[src/rtl/draw_scheduler.sv]
// draw_scheduler: full-screen clear, then NUM_CIRCLES concentric circles.
// Define DRAW_SCHED_TIMEOUT_EN to add a per-state watchdog driving err.
module draw_scheduler #(
  parameter int unsigned NUM_CIRCLES  = 4,
  parameter logic [7:0]  CENTRE_X     = 8'd80,
  parameter logic [6:0]  CENTRE_Y     = 7'd60,
  parameter logic [7:0]  R_START      = 8'd10,
  parameter logic [7:0]  R_STEP       = 8'd10,
  parameter logic [2:0]  CLEAR_COLOUR = 3'b000
) (
  input  logic       clk,
  input  logic       rst_n,
  input  logic       restart,
  output logic       fill_start,
  output logic [2:0] fill_colour,
  input  logic       fill_done,
  input  logic [7:0] fill_x,
  input  logic [6:0] fill_y,
  input  logic [2:0] fill_colour_px,
  input  logic       fill_plot,
  output logic       circ_start,
  output logic [7:0] circ_cx,
  output logic [6:0] circ_cy,
  output logic [7:0] circ_r,
  output logic [2:0] circ_colour,
  input  logic       circ_done,
  input  logic [7:0] circ_x,
  input  logic [6:0] circ_y,
  input  logic [2:0] circ_colour_px,
  input  logic       circ_plot,
  output logic [7:0] vga_x,
  output logic [6:0] vga_y,
  output logic [2:0] vga_colour,
  output logic       vga_plot,
  output logic       busy,
  output logic       done,
  output logic       err
);

  typedef enum logic [1:0] {
    S_CLEAR,
    S_CIRCLE,
    S_GAP,
    S_DONE
  } state_t;

  state_t     state;
  logic [3:0] idx;
  logic       in_clear;
  logic       in_circ;
  logic       fire_clear;
  logic       fire_circ;
  logic       tmo;
  logic       adv;
  logic [7:0] hold_x;
  logic [6:0] hold_y;
  logic [2:0] hold_c;

  assign in_clear   = (state == S_CLEAR);
  assign in_circ    = (state == S_CIRCLE);
  assign fire_clear = in_clear & fill_done;
  assign fire_circ  = in_circ & circ_done;
  assign adv        = fire_clear | fire_circ | tmo;

  assign fill_start  = in_clear;
  assign fill_colour = CLEAR_COLOUR;
  assign circ_start  = in_circ;
  assign circ_cx     = CENTRE_X;
  assign circ_cy     = CENTRE_Y;
  assign circ_r      = R_START + 8'(idx) * R_STEP;
  assign circ_colour = 3'(idx % 4'd7) + 3'd1;

`ifdef DRAW_SCHED_TIMEOUT_EN
  logic [15:0] wdog;

  assign tmo = (in_clear | in_circ) & (wdog == 16'hFFFF)
             & ~(fire_clear | fire_circ);

  always_ff @(posedge clk) begin
    if (!rst_n) begin
      wdog <= '0;
      err  <= 1'b0;
    end else begin
      if (!(in_clear | in_circ) || adv)
        wdog <= '0;
      else
        wdog <= wdog + 16'd1;
      if (tmo)
        err <= 1'b1;
    end
  end
`else
  assign tmo = 1'b0;
  assign err = 1'b0;
`endif

  // Outside CLEAR/CIRCLE the port keeps showing the last muxed pixel
  always_comb begin
    vga_x      = hold_x;
    vga_y      = hold_y;
    vga_colour = hold_c;
    vga_plot   = 1'b0;
    unique case (1'b1)
      in_clear: begin
        vga_x      = fill_x;
        vga_y      = fill_y;
        vga_colour = fill_colour_px;
        vga_plot   = fill_plot & fill_start;
      end
      in_circ: begin
        vga_x      = circ_x;
        vga_y      = circ_y;
        vga_colour = circ_colour_px;
        vga_plot   = circ_plot & circ_start;
      end
      default: ;
    endcase
  end

  always_ff @(posedge clk) begin
    if (!rst_n) begin
      state  <= S_CLEAR;
      idx    <= '0;
      busy   <= 1'b1;
      done   <= 1'b0;
      hold_x <= '0;
      hold_y <= '0;
      hold_c <= '0;
    end else begin
      busy <= (state != S_DONE);
      done <= (state == S_DONE);
      if (in_clear | in_circ) begin
        hold_x <= vga_x;
        hold_y <= vga_y;
        hold_c <= vga_colour;
      end
      unique case (state)
        S_CLEAR: begin
          if (adv) begin
            state <= S_GAP;
            idx   <= '0;
          end
        end
        S_CIRCLE: begin
          if (adv) begin
            state <= S_GAP;
            idx   <= idx + 4'd1;
          end
        end
        S_GAP: begin
          if (idx == 4'(NUM_CIRCLES))
            state <= S_DONE;
          else
            state <= S_CIRCLE;
        end
        S_DONE: begin
          if (restart) begin
            state <= S_CLEAR;
            idx   <= '0;
          end
        end
      endcase
    end
  end

endmodule
[config.mk]
export PLATFORM = sky130hd
export DESIGN_NAME = draw_scheduler
export DESIGN_NICKNAME = d
export VERILOG_FILES = /design/src/rtl/draw_scheduler.sv
export SDC_FILE = /design/constraint.sdc
export NUM_CORES = 1
export LEC_CHECK = 0
export ABC_AREA = 1
export ABC_CLOCK_PERIOD_IN_PS = 3200
export BUFFER_PORTS_ARGS = -buffer_cell sky130_fd_sc_hd__buf_2
export CAP_MARGIN = 15
export CELL_PAD_IN_SITES_DETAIL_PLACEMENT = 0
export CELL_PAD_IN_SITES_GLOBAL_PLACEMENT = 1
export CORE_ASPECT_RATIO = 2
export CORE_MARGIN = 3
export CORE_UTILIZATION = 29
export CTS_CLUSTER_SIZE = 25
export DETAILED_ROUTE_END_ITERATION = 16
export PLACE_DENSITY = 0.9
export SLEW_MARGIN = 0
export SYNTH_ARGS = -nofsm -noshare
export SYNTH_HDL_FRONTEND = slang
export SYNTH_SLANG_ARGS = --single-unit
[constraint.sdc]
create_clock -name clk -period 3.2 [get_ports clk]
set_clock_uncertainty 0.2 [all_clocks]
set_input_delay 0.32 -clock clk [delete_from_list [all_inputs] [get_ports clk]]
set_output_delay 0.32 -clock clk [all_outputs]
set_load 0.01 [all_outputs]
# ---- Word level (Yosys, flattened, before mapping)
# Cells that the tools add are included.
dict set report op_classes {
  reduce_logical 5
  mux 12
  n_addsub 3
  bitwise_logic 6
  eq_ne 9
  n_mul 1
  div_mod_pow 1
}
# operator count
set ops {}
lappend ops {{$pmux 8 s2} 1}
lappend ops {{$pmux 7 s2} 1}
lappend ops {{$mux 4} 3}
lappend ops {{$pmux 4 s3} 1}
lappend ops {{$add 4x8->8 const A} 1}
lappend ops {{$mul 4x3->7 const B} 1}
lappend ops {{$mux 2} 3}
lappend ops {{$ne 2x1->1 const B} 3}
lappend ops {{$pmux 2 s3} 1}
lappend ops {{$pmux 3 s2} 1}
lappend ops {{$add 4x1->4 const B} 1}
lappend ops {{$and 1x1->1} 4}
lappend ops {{$eq 2x2->1 const B} 2}
lappend ops {{$eq 4x3->1 const B} 1}
lappend ops {{$mod 4x3->4 const B} 1}
lappend ops {{$ne 2x2->1 const B} 2}
lappend ops {{$reduce_and 4->1} 1}
lappend ops {{$add 3x1->3 const B} 1}
lappend ops {{$reduce_bool 3->1} 1}
lappend ops {{$eq 2x1->1 const B} 1}
lappend ops {{$logic_not 2->1} 1}
lappend ops {{$or 1x1->1} 2}
lappend ops {{$pmux 1 s2} 1}
lappend ops {{$reduce_and 2->1} 1}
lappend ops {{$reduce_or 2->1} 1}
dict set report word_totals {
  ff_bits 26
  word_cells 44
  out_inout_bits 53
}

# ---- Longest topological paths before layout
dict set report depth {
  word_depth 5
  ltp_mapped 15
  depth_no_buf 15
}

# ---- Worst setup path before layout
# Ideal clock, no wire load.
dict set report synth_path {
  path_kind {register to output}
  from {register idx[2]}
  to {output port circ_colour[2]}
  stages_incl_launch_ff 15
  path_slack_ps 512
  required_time_ps 2680
  path_buffers 0
  t_arrival_ps 2168
  path_cell_list {dfxtp_1 -> ha_1 -> ha_1 -> inv_1 -> nand2_1 -> nand2_1 -> xor2_1 -> ha_1 -> nand3_1 -> nand2_1 -> xor2_1 -> ha_1 -> inv_1 -> nand3_1 -> nand2_1}
}
dict set report synth_via {
  elab_chain_cells 2
}
# element line
set synth_rtl {}
lappend synth_rtl {{from (decl)} 48} ;# logic [3:0] idx;
lappend synth_rtl {{from (signal assigned)} 147} ;# idx <= idx + 4'd1;
lappend synth_rtl {{$mod 4x3->4} 71} ;# assign circ_colour = 3'(idx % 4'd7) + 3'd1;
lappend synth_rtl {{$add 3x1->3} 71}
lappend synth_rtl {{to (decl)} 25} ;# output logic [2:0] circ_colour,
# No other way between the ends.

# ---- Worst setup path in the final report
dict set report layout_path {
  from {register idx[1]}
  to {output port circ_colour[2]}
}
# The elaborated chain is that of the path after synthesis.

==> reports/results.tsv <==
metric	value	unit
Period minus WS final	3030	ps
Worst Path Max Fanout	6	
CORE AREA	0.00576	mm²
Post-synth EDFFs	0	
initial drt markers	33	
antenna cells	0	
share of cells above drive strength 1	0.285	
CP delay by family, top	adder cells	
CTS sink count	26	
Die Y	115	µm
CTS buffer count	3	
synth warn	0	
CTS tree	done	
number of global-route vias before repair	1610	
DR WL met3	239	µm
metal2 WL	2410	µm
PD cells	470	mW/mm²
routed wire length	4160	µm
Crit path arrival time	2510	ps
Least-Margin Pin Slew	622	ps
critical path, cell by cell	ha_2 > ha_1 > inv_1 > nand2_2 > nand2_2 > xor2_2 > ha_2 > nand3_2 > nand2_2 > xor2_1 > ha_1 > inv_1 > nand3_1 > nand2_1 > buf_2	
total congestion overflow	0	
via count of the routed design	1755	
# IOs	96	
final worst setup slack	170	ps
Layout area overhead	28.4	%
Placer Congestion	0.882	
CP required	2680	ps
Max Clock Freq	0.330	GHz
max incr delay on CP	350	ps
Fill cells	641	
Non-Filler Instances	401	
Post-Syn Area	0.00174	mm²
vias per inst	4.38	
most common cell after layout, fill and taps aside	nand2_1	
post-CTS setup buffer count	0	
port bufs	75	
crit share post-route	0.947	
Final Hold Fails	0	
commonest non-fill, non-tap cells in the layout	nand2_1 (102), buf_2 (75), inv_1 (35)	
count of cell types in the netlist	23	
Final Max Slew Viols	0	
maximum VDD drop	0.221	mV
Syn Inst Count	267	
routed len/inst	10.4	µm
HPWL after DPL	3390	µm
CTS clock-pin slew for the worst setup and hold paths	60	ps
final setup fails	0	
Slew HR	0.584	
FF-to-FF path depth	8	
largest net degree at the start of global routing	25	
critical path type	register to output port	
insertion delay to the later sink of the worst-skew pair	250	ps
status	finished, final reports clean	
Hold Startpoint	circ_done	
crit path capture type	output port	
Routed Antenna Nets	0	
Top Layer Used	met4	
max_cap viols	0	
final-stage net count	396	
global-route wire length before repair	6510	µm
drc violations	0	
FFs w/ async S/R, synth	0	
die area	0.00701	mm²
# rows	39	
Mapped Avg Cell Area	6.51	µm²
Bufs and invs on worst path	3	
Seq cells post-synth	26	
met1 wire length	1430	µm
crit path to	circ_colour[2]	
r2r startpoint	state[1]	
critical path's slowest cell	dfxtp_2	
Hold Path Depth	3	
Seq/Total Area, Yosys	0.299	
Initial Util	0.302	
initial antenna violation count	0	
Startpoint Class	register	
most frequent CP cell	nand2_2	
Post-synth top flop	dfxtp_1	
worst reg2reg setup slack	1260	ps
Max Buffers Root-to-Sink	2	
Pre-antenna DRT Iters	3	
CP startpoint	idx[1]	
total track usage	0.120	
CP Depth	15	
Root Driver	clkbuf_16	
worst slack, placed	273	ps
P_leak	1.34	nW
Worst R2R End	idx[2]	
Hold Crit Class	input pin to register	
H-Tree Depth	1	
DP Cell Count	397	
DIE WIDTH	60.7	µm
-- tightest hold or removal path, cell delays in order --
cell and delay [ps]:
buf_2 120, nand3_1 70, a21oi_1 60
-- power by group --
part	internal, W	switching (W)	total, W
clock	0.000249	0.000108	0.000357
combinational	0.000120	0.000199	0.000319
sequential	0.000360	0.0000134	0.000374
-- kinds of logic (layout without fill, tap and decap cells) --
group	after synthesis	count (layout)	share of synthesized area
AOI/OAI and AO/OA	12	12	0.0382
and+or+nand+nor	141	141	0.334
adders and majority gates	12	12	0.0907
xor gates and xnor gates	9	9	0.0454
DFF	26	26	0.299
buffers and inverters	65	120	0.188
other	2	20	0.00432
-- cell type report --
cell class / count / area [µm²] / share of cell area
sequential: 26 / 523 / 0.234
clock inverter: 1 / 30.0 / 0.0135
tap: 61 / 76.3 / 0.0342
clock buffer: 3 / 75.1 / 0.0336
inverter: 37 / 139 / 0.0622
timing repair buffer: 79 / 405 / 0.182
multi-input combinational: 194 / 983 / 0.441
-- per-stage QoR --
stage                     hold WS (ps)  TNS, ps  total power [W]  area [µm²]   util
after global routing               178    -2.07          0.00112        2230  0.388
after global placement             313        0         0.000704        2100  0.365
final                              159        0          0.00105        2230  0.388
after floorplan                    275        0         0.000600        1810      -
after CTS                          158        0          0.00107        2210  0.383
after detailed placement           318        0         0.000706        2100  0.365
-- worst min-delay path by stage --
stage | endpoint | slack [ps]
floorplan | done | 280
global placement | done | 310
detailed placement | done | 320
CTS | hold_y[0] | 160
global route | idx[1] | 180
finish | idx[1] | 160
-- routing by layer --
metal,vias up,track usage
li1,914,-
met1,771,0.112
met2,64,0.235
met3,6,0.0156
met4,0,0.0579
met5,-,0
-- registers in the layout, summed over array words and instances, names as in the netlist --
register	flops
hold_y	7
done	1
idx	4
state	2
hold_c	3
hold_x	8
busy	1
-- repair_timing --
item | in CTS | in global routing
pin swaps | 0 | 1
resized for setup | 1 | 8
setup endpoints to repair | 1 | 2
hold buffers | 0 | 0
-- Yosys cell counts (4+ instances only) --
| cell | instances | share of area |
|---|---|---|
| dfxtp_1 | 26 | 0.30 |
| ha_1 | 11 | 0.079 |
| buf_4 | 20 | 0.086 |
| buf_2 | 6 | 0.017 |
| a21oi_1 | 7 | 0.020 |
| nand3_1 | 28 | 0.081 |
| inv_1 | 35 | 0.076 |
| nor2_1 | 4 | 0.0086 |
| nand2_1 | 105 | 0.23 |
| xor2_1 | 7 | 0.035 |
(Power assumes the default switching activity.)
